$ cat src/rtl/pn_seq_engine.sv
// Run-time configurable Fibonacci LFSR sequence engine with step or prescaled free-run advance.
// Optional period measurement is compiled in when PN_PERIOD_EN is defined.
module pn_seq_engine #(
  parameter int              WIDTH    = 13,
  parameter int              SEED     = 2,
  parameter logic [WIDTH-1:0] POLY_RST = 13'h1C80,
  parameter int              PSC_W    = 20
) (
  input  logic                         clk,
  input  logic                         rst,
  input  logic                         step,
  input  logic                         mode,
  input  logic [PSC_W-1:0]             rate,
  input  logic [$clog2(WIDTH+1)-1:0]   ord,
  input  logic [WIDTH-1:0]             poly,
  input  logic                         poly_vld,
  output logic [WIDTH-1:0]             seq_out,
  output logic                         seq_vld,
  output logic                         lockup,
  output logic [WIDTH-1:0]             period,
  output logic                         period_vld
);
  localparam int OW = $clog2(WIDTH+1);

  typedef enum logic [1:0] {LOAD, RUN, LOCK} st_t;

  st_t              st;
  logic [OW-1:0]    ord_r;
  logic [WIDTH-1:0] poly_r;
  logic [PSC_W-1:0] psc;
  logic             mode_q;
  logic             adv;
  logic [WIDTH-1:0] nxt;
  logic [WIDTH-1:0] seed;

  function automatic logic [OW-1:0] clamp_ord(input logic [OW-1:0] o);
    if (o < OW'(2))     return OW'(2);
    if (o > OW'(WIDTH)) return OW'(WIDTH);
    return o;
  endfunction

  function automatic logic [WIDTH-1:0] mask_of(input logic [OW-1:0] o);
    logic [WIDTH-1:0] m;
    for (int i = 0; i < WIDTH; i++) m[i] = (i < int'(o));
    return m;
  endfunction

  // A seed that masks to zero would park the register in lock-up, so fall back to 1.
  function automatic logic [WIDTH-1:0] seed_of(input logic [OW-1:0] o);
    logic [WIDTH-1:0] s;
    s = WIDTH'(SEED) & mask_of(o);
    if (s == '0) s = WIDTH'(1);
    return s;
  endfunction

  assign nxt  = {seq_out[WIDTH-2:0], ^(seq_out & poly_r & mask_of(ord_r))} & mask_of(ord_r);
  assign seed = seed_of(ord_r);
  assign adv  = (st == RUN) && !poly_vld && (mode ? (mode_q && psc == '0) : step);

  // Entering lock-up is signalled by lockup alone; seq_vld stays low for that transition.
  always_ff @(posedge clk or negedge rst) begin
    if (!rst) begin
      st      <= LOAD;
      ord_r   <= OW'(WIDTH);
      poly_r  <= POLY_RST;
      seq_out <= seed_of(OW'(WIDTH));
      mode_q  <= 1'b0;
      seq_vld <= 1'b0;
      lockup  <= 1'b0;
    end else begin
      seq_vld <= 1'b0;
      mode_q  <= mode;
      if (poly_vld) begin
        ord_r   <= clamp_ord(ord);
        poly_r  <= poly;
        seq_out <= seed_of(clamp_ord(ord));
        lockup  <= 1'b0;
        st      <= LOAD;
      end else begin
        case (st)
          LOAD: begin
            seq_out <= seed;
            lockup  <= 1'b0;
            st      <= RUN;
          end
          RUN: begin
            if (adv) begin
              seq_out <= nxt;
              if (nxt == '0) begin
                lockup <= 1'b1;
                st     <= LOCK;
              end else begin
                seq_vld <= 1'b1;
              end
            end
          end
          LOCK:    lockup <= 1'b1;
          default: st <= LOAD;
        endcase
      end
    end
  end

  // Free-run down-counter; a 0->1 mode edge restarts the interval from the current rate.
  always_ff @(posedge clk or negedge rst) begin
    if (!rst) begin
      psc <= '0;
    end else if (st == LOAD || (mode && (!mode_q || psc == '0))) begin
      psc <= rate;
    end else if (mode) begin
      psc <= psc - PSC_W'(1);
    end
  end

`ifdef PN_PERIOD_EN
  logic [WIDTH-1:0] cnt;

  always_ff @(posedge clk or negedge rst) begin
    if (!rst) begin
      cnt        <= '0;
      period     <= '0;
      period_vld <= 1'b0;
    end else begin
      period_vld <= 1'b0;
      if (poly_vld || st == LOAD) begin
        cnt <= '0;
      end else if (adv) begin
        if (nxt == seed) begin
          if (cnt != '1) begin
            period     <= cnt + WIDTH'(1);
            period_vld <= 1'b1;
          end
          cnt <= '0;
        end else if (cnt != '1) begin
          cnt <= cnt + WIDTH'(1);
        end
      end
    end
  end
`else
  assign period     = '0;
  assign period_vld = 1'b0;
`endif

endmodule

$ cat config.mk
export PLATFORM = sky130hd
export DESIGN_NAME = pn_seq_engine
export DESIGN_NICKNAME = d
export VERILOG_FILES = /design/src/rtl/pn_seq_engine.sv
export SDC_FILE = /design/constraint.sdc
export NUM_CORES = 1
export LEC_CHECK = 0
export CORE_ASPECT_RATIO = 1.4
export CORE_MARGIN = 2
export CORE_UTILIZATION = 50
export CTS_BUF_LIST = sky130_fd_sc_hd__clkbuf_8
export DETAILED_ROUTE_END_ITERATION = 8
export PLACE_DENSITY_LB_ADDON = 0.15
export SLEW_MARGIN = 40
export SYNTH_ARGS = -nofsm -noshare
export SYNTH_HDL_FRONTEND = slang
export SYNTH_SLANG_ARGS = --single-unit
$ cat constraint.sdc
create_clock -name clk -period 3.8 [get_ports clk]
set_clock_uncertainty 0.15 [all_clocks]
set_input_delay 0.57 -clock clk [delete_from_list [all_inputs] [get_ports clk]]
set_output_delay 0.57 -clock clk [all_outputs]
set_load 0.1 [all_outputs]
==> run_results.csv, run 1 <==
group,metric,value,unit
status,outcome,"finished clean",
drt,wl,8140,um
worst_setup_path,start_kind,"flip-flop",
timing,relSlewSlack,53.6,%
timing,setup-violations-final,0,
timing,report.final.hold_viol_count,0,
drt,vias,3058,
place,dp.cells,525,
worst_setup_path,crit_fanout,35,
layout,drive_gt1_share,15.2,%
die,ios,71,
worst_setup_path,worst_setup_path_end_kind,"flip-flop",
power,vdd_ir_drop_max,0.000279,V
place,dpl.hpwl,5920,um
drt,drc,0,
worst_setup_path,arrival,2.89,ns
clock_network,cts_buffers,5,
die,die-area,7570,um^2
die,fp.dieW,74.1,um
die,coreArea,6610,um^2
place,gp_congestion,0.860,
timing,fin_crit_sh,75.3,%
worst_setup_path,rrSetupSlack,0.94,ns
worst_setup_path,crit_required,3.83,ns
drt,ant_nets,0,
timing,rsz0062_at_grt,"no",
synthesis,synth_cells,394,
drt,drt-initial-drc-count,182,
grt,overflow,0,
timing,slew_viol_final,0,
clock_network,cts-root-buf,"clkbuf_8",
clock_network,cts_tree,"yes",
layout,final_cell_mix,"dfrtp_1, o21ai_0, nand2_1",
clock_network,clkLatencyLatePin,0.31,ns
synthesis,synthArstFlopShare,100,%
clock_network,h-tree-depth,2,
die,start_util,52.0,%
synthesis,yosysWarnings,0,
drt,viasPerCell,5.74,
drt,firstDrtPassIters,4,
layout,layout_commonest_cell,"dfrtp_1",
drt,wl_met3,265,um
clock_network,cts_hold_buf,0,
power,p_per_area,512,nW/um^2
synthesis,synthesis.area,3440,um^2
grt,grt_max_degree,36,
synthesis,seq_area_frac_synth,40.3,%
synthesis,synth_edf_count,0,
place,port_buffers,56,
grt,groute.usage.overall,22.7,%
min_path,hold_path_class,"input port to asynchronous set/reset pin",
grt,antenna_found_initial,0,
die,rows,35,
clock_network,clockBufferDepth,2,
power,power_leakage,0.00167,uW
layout,multi_input_area,1840,um^2
drt,highest_layer,"met4",
clock_network,clock_sinks,55,
power,p_total,2060,uW
clock_network,cts_resized,0,
grt,grt_pass1_wl,13400,um
layout,fillers,615,
die,die_y,102,um
layout,register_area,1390,um^2
timing,layout_min_cycle_time,2.86,ns
layout,stdcell_count,533,
grt,grt_pass1_vias,2981,
synthesis,avgSynthCellArea,8.73,um^2
layout,layout.nets,488,
flow_run,cap_violations,0,
synthesis,ys.flop_type,"dfrtp_1",
worst_setup_path,path_class,"flip-flop to flip-flop",
clock_network,postCtsSetupRepairBufs,0,
timing,tns,0,ns
drt,drt-met1-wl,3260,um
drt,routed-wl-met2,4410,um
synthesis,ys_ff_latch,55,
clock_network,clkSlewWorstSetupHoldPaths,0.10,ns
synthesis,synth.distinct_cells,59,
layout,area_growth,17.0,%
timing,worst_slew_pin_slew,0.697,ns
drt,wire_per_inst,15.3,um
layout,n_antenna_cell,0,
timing,max_freq,349,MHz
==> cells by family (layout without fill, tap and decap cells) <==
family	after synthesis	in the layout	share of synthesized area [%]
AO/OA/AOI/OAI	121	121	20.9
XOR/XNOR	8	8	3.09
adder cells (fa/ha/maj)	6	6	2.18
buffers and inverters	50	84	7.68
flip-flops	55	55	40.3
multiplexers	16	16	5.35
other	1	14	0.109
AND/OR/NAND/NOR	137	137	20.4
==> per-layer routing <==
metal | global-route usage (%) | vias up
met2 | 41.7 | 88
li1 | - | 1467
met1 | 26.2 | 1487
met5 | 0 | -
met4 | 8.67 | 0
met3 | 3.16 | 16
==> flip-flops by register name, indices dropped and copies added (netlist names) <==
register	count
lockup	1
mode_q	1
ord_r	4
poly_r	13
psc	20
seq_out	13
seq_vld	1
st	2
==> metrics by stage <==
step	utilization, %	area (um^2)	worst slack (ns)	hold slack, ns
floorplan	-	3490	0.874	0.124
global placement	60.3	3990	1.06	0.315
detailed placement	59.2	3910	0.980	0.337
CTS	60.8	4020	0.967	0.205
global route	60.8	4020	0.722	0.0715
finish	60.8	4020	0.938	0.0476
==> worst paths after layout <==
path | to | cells after the start | startpoint
setup / recovery | psc[19] | 7 | psc[16]
hold / removal | seq_out[11] | 1 | rst
setup reg to reg | psc[19] | 7 | psc[16]
hold reg to reg | psc[7] | 2 | psc[7]
max in group asynchronous | poly_r[10] | 2 | rst
min in group clk | psc[7] | 2 | psc[7]
==> power by group <==
part | switching (uW) | leakage (uW) | total (uW) | internal [uW]
registers | 149 | 0.000669 | 867 | 718
logic | 533 | 0.000939 | 809 | 276
clock network | 192 | 0.0000607 | 384 | 192
==> final cells by class <==
type                            instances  share of cell area, %
Multi-Input combinational cell        302                   45.7
Sequential cell                        55                   34.5
Clock inverter                          3                  0.933
Clock buffer                            5                   1.71
Tap cell                               92                   2.86
Timing Repair Buffer                   61                   12.9
Inverter                               15                   1.40
==> Yosys cell counts, drive strengths merged, types with 6 or more instances <==
cell type   n  area share, %
dfstp       8            6.1
ha          6            2.2
nand3      14            2.2
nor3       12            1.9
inv        15            1.6
o211ai      9            2.1
or3         8            1.7
nand2      42            4.6
a21oi      38            5.5
o21ai      42            6.1
dfrtp      47             34
clkbuf     16            1.7
nor2       33            3.7
mux2       16            5.3
buf        19            4.3
==> critical path: stages (launching register included) <==
cell	delay, ns
dfrtp_1	0.43
nor4_1	0.58
and2b_1	0.26
and3_1	0.23
or3b_2	0.59
nor2_1	0.19
a32oi_1	0.22
o21ai_0	0.09
Note: power is estimated with default switching activity, not from simulation.
==> run 2: changes to the inputs <==
--- a/config.mk
+++ b/config.mk
@@ -7,7 +7,7 @@
 export LEC_CHECK = 0
 export CORE_ASPECT_RATIO = 1.4
 export CORE_MARGIN = 2
-export CORE_UTILIZATION = 50
+export CORE_UTILIZATION = 48
 export CTS_BUF_LIST = sky130_fd_sc_hd__clkbuf_8
 export DETAILED_ROUTE_END_ITERATION = 8
 export PLACE_DENSITY_LB_ADDON = 0.15
==> constraint.sdc (replaced) <==
create_clock -name clk -period 2.5 [get_ports clk]
set_clock_uncertainty 0.15 [all_clocks]
set_input_delay 0.375 -clock clk [delete_from_list [all_inputs] [get_ports clk]]
set_output_delay 0.375 -clock clk [all_outputs]
set_load 0.1 [all_outputs]
==> run 2 against run 1 <==
- largest cell class unchanged
- final cell count rose by 10%
- critical path type unchanged
- worst hold slack improved by 0.29 ns
- sequential share of layout area fell by 4.1 points
- the flow now finishes with violations (setup timing)
==> run_results.csv, run 2 (synthesis results as in run 1) <==
group,metric,value,unit
status,outcome,"finished, violations left",
status,violations,"setup timing",
layout,drive_gt1_share,31.5,%
die,ios,71,
timing,max_freq,385,MHz
die,die_y,104,um
clock_network,clockBufferDepth,2,
drt,viasPerCell,5.49,
power,p_per_area,752,nW/um^2
grt,grt_max_degree,56,
layout,layout_commonest_cell,"buf_4",
clock_network,cts_buffers,5,
drt,ant_nets,0,
flow_run,cap_violations,0,
timing,slew_viol_final,0,
die,die-area,7870,um^2
timing,setup-violations-final,5,
clock_network,clkSlewWorstSetupHoldPaths,0.10,ns
min_path,hold_path_class,"flip-flop to flip-flop",
clock_network,cts_tree,"yes",
place,gp_congestion,0.944,
worst_setup_path,arrival,2.68,ns
worst_setup_path,worst_setup_path_end_kind,"flip-flop",
drt,firstDrtPassIters,4,
layout,area_growth,35.6,%
layout,final_cell_mix,"buf_4, nand2_1, clkdlybuf4s50_1",
power,vdd_ir_drop_max,0.000446,V
place,place_area,4380,um^2
layout,largest_reg_flops,20,
place,port_buffers,56,
timing,final.setup.worst_slack,-0.0966,ns
place,dpl_worst_slack,-0.0931,ns
worst_setup_path,path_cells,"nor2_4 -> a21oi_2 -> xor3_1 -> xnor3_1 -> xor2_2 -> mux2_4 -> nor2b_4 -> o221ai_2",
drt,wl,8750,um
worst_setup_path,crit_required,2.59,ns
layout,final_area,4660,um^2
worst_setup_path,critPathSlowestCell,"dfstp_2",
layout,stdcell_count,587,
layout,top_register,"psc",
clock_network,clkLatencyLatePin,0.32,ns
timing,rsz0062_at_grt,"yes",
grt,groute.usage.overall,23.4,%
die,rows,36,
worst_setup_path,path_class,"flip-flop to flip-flop",
layout,final_util,67.2,%
power,power_leakage,0.00192,uW
worst_setup_path,crit_fanout,8,
timing,report.final.hold_viol_count,0,
layout,reg.largest.list,"psc x20, poly_r x13, seq_out x13",
clock_network,clock_sinks,55,
grt,antenna_found_initial,0,
layout,layout.nets,539,
layout,n_antenna_cell,0,
grt,grt_pass1_wl,14500,um
grt,grt_pass1_vias,3151,
drt,drc,0,
die,fp.dieW,75.5,um
die,coreArea,6940,um^2
grt,overflow,0,
timing,fin_crit_sh,104,%
place,dpl.hpwl,6600,um
die,start_util,49.6,%
place,dp.cells,575,
worst_setup_path,cp_top_family,"XOR/XNOR gates",
layout,fillers,591,
drt,drt-initial-drc-count,171,
clock_network,h-tree-depth,2,
drt,vias,3221,
worst_setup_path,path_buf_inv,0,
drt,wire_per_inst,14.9,um
worst_setup_path,start_kind,"flip-flop",
worst_setup_path,critical-path-max-stage-delay,0.65,ns
timing,layout_min_cycle_time,2.60,ns
clock_network,cts-root-buf,"clkbuf_8",
==> run 2: area by class of cell <==
cell class	count	area (um^2)	share of cell area, %
well taps	95	119	2.55
clock inverters	2	12.5	0.268
inverters	15	56.3	1.21
clock buffers	6	82.6	1.77
multi-input cells	302	2000	42.9
flip-flops and latches	55	1420	30.4
repair buffers	112	973	20.9
==> run 2: path summary, 6_finish.rpt <==
path                       startpoint   endpoint  slack, ns  cells after the start
max                          ord_r[3]      st[0]       -0.1                      8
max in group asynchronous         rst   ord_r[2]       1.46                      3
min                            psc[7]     psc[7]       0.34                      2
min reg2reg                    psc[7]     psc[7]       0.34                      2
min in group asynchronous         rst  poly_r[6]       0.42                      3
max reg2reg                  ord_r[3]      st[0]       -0.1                      8
==> run 2: stage by stage <==
| stage | setup TNS, ns | power (uW) | hold WS, ns |
|---|---|---|---|
| after floorplan | -0.0114 | 2280 | -0.0706 |
| after global placement | -0.0553 | 2820 | 0.249 |
| after detailed placement | -0.371 | 2860 | 0.248 |
| after CTS | -0.0826 | 3420 | 0.346 |
| after global routing | -1.08 | 3740 | 0.374 |
| final | -0.345 | 3510 | 0.338 |
==> run 2: per-layer routing <==
| layer | GRT usage [%] | wire length, um | share of wire [%] | vias to the layer above |
|---|---|---|---|---|
| met1 | 28.1 | 3430 | 39 | 1550 |
| met2 | 40.6 | 4760 | 54 | 76 |
| met4 | 9.52 | 274 | 3.1 | 0 |
| met5 | 0 | 0 | 0 | - |
| li1 | - | - | - | 1573 |
| met3 | 3.10 | 282 | 3.2 | 22 |
==> run 2: timing repair <==
action / 4_1_cts / 5_1_grt
hold buffers: 1 / 0
pin swaps: 4 / 10
hold endpoints to repair: 47 / 0
endpoints found under the setup margin: 13 / 29
setup buffers: 1 / 2
gates resized for setup: 12 / 30
==> run 2: power breakdown <==
group,total [uW],switching [uW],internal [uW],leakage [uW]
logic,1710,995,717,0.00122
registers,1280,177,1100,0.000651
clock network,515,291,224,0.0000526
total,3510,1460,2040,0.00192
==> run 2: worst reg2reg max path: stages (launching register included) <==
cell      delay (ns)
dfstp_2         0.65
nor2_4          0.07
a21oi_2         0.12
xor3_1          0.41
xnor3_1         0.27
xor2_2          0.20
mux2_4          0.35
nor2b_4         0.14
o221ai_2        0.15
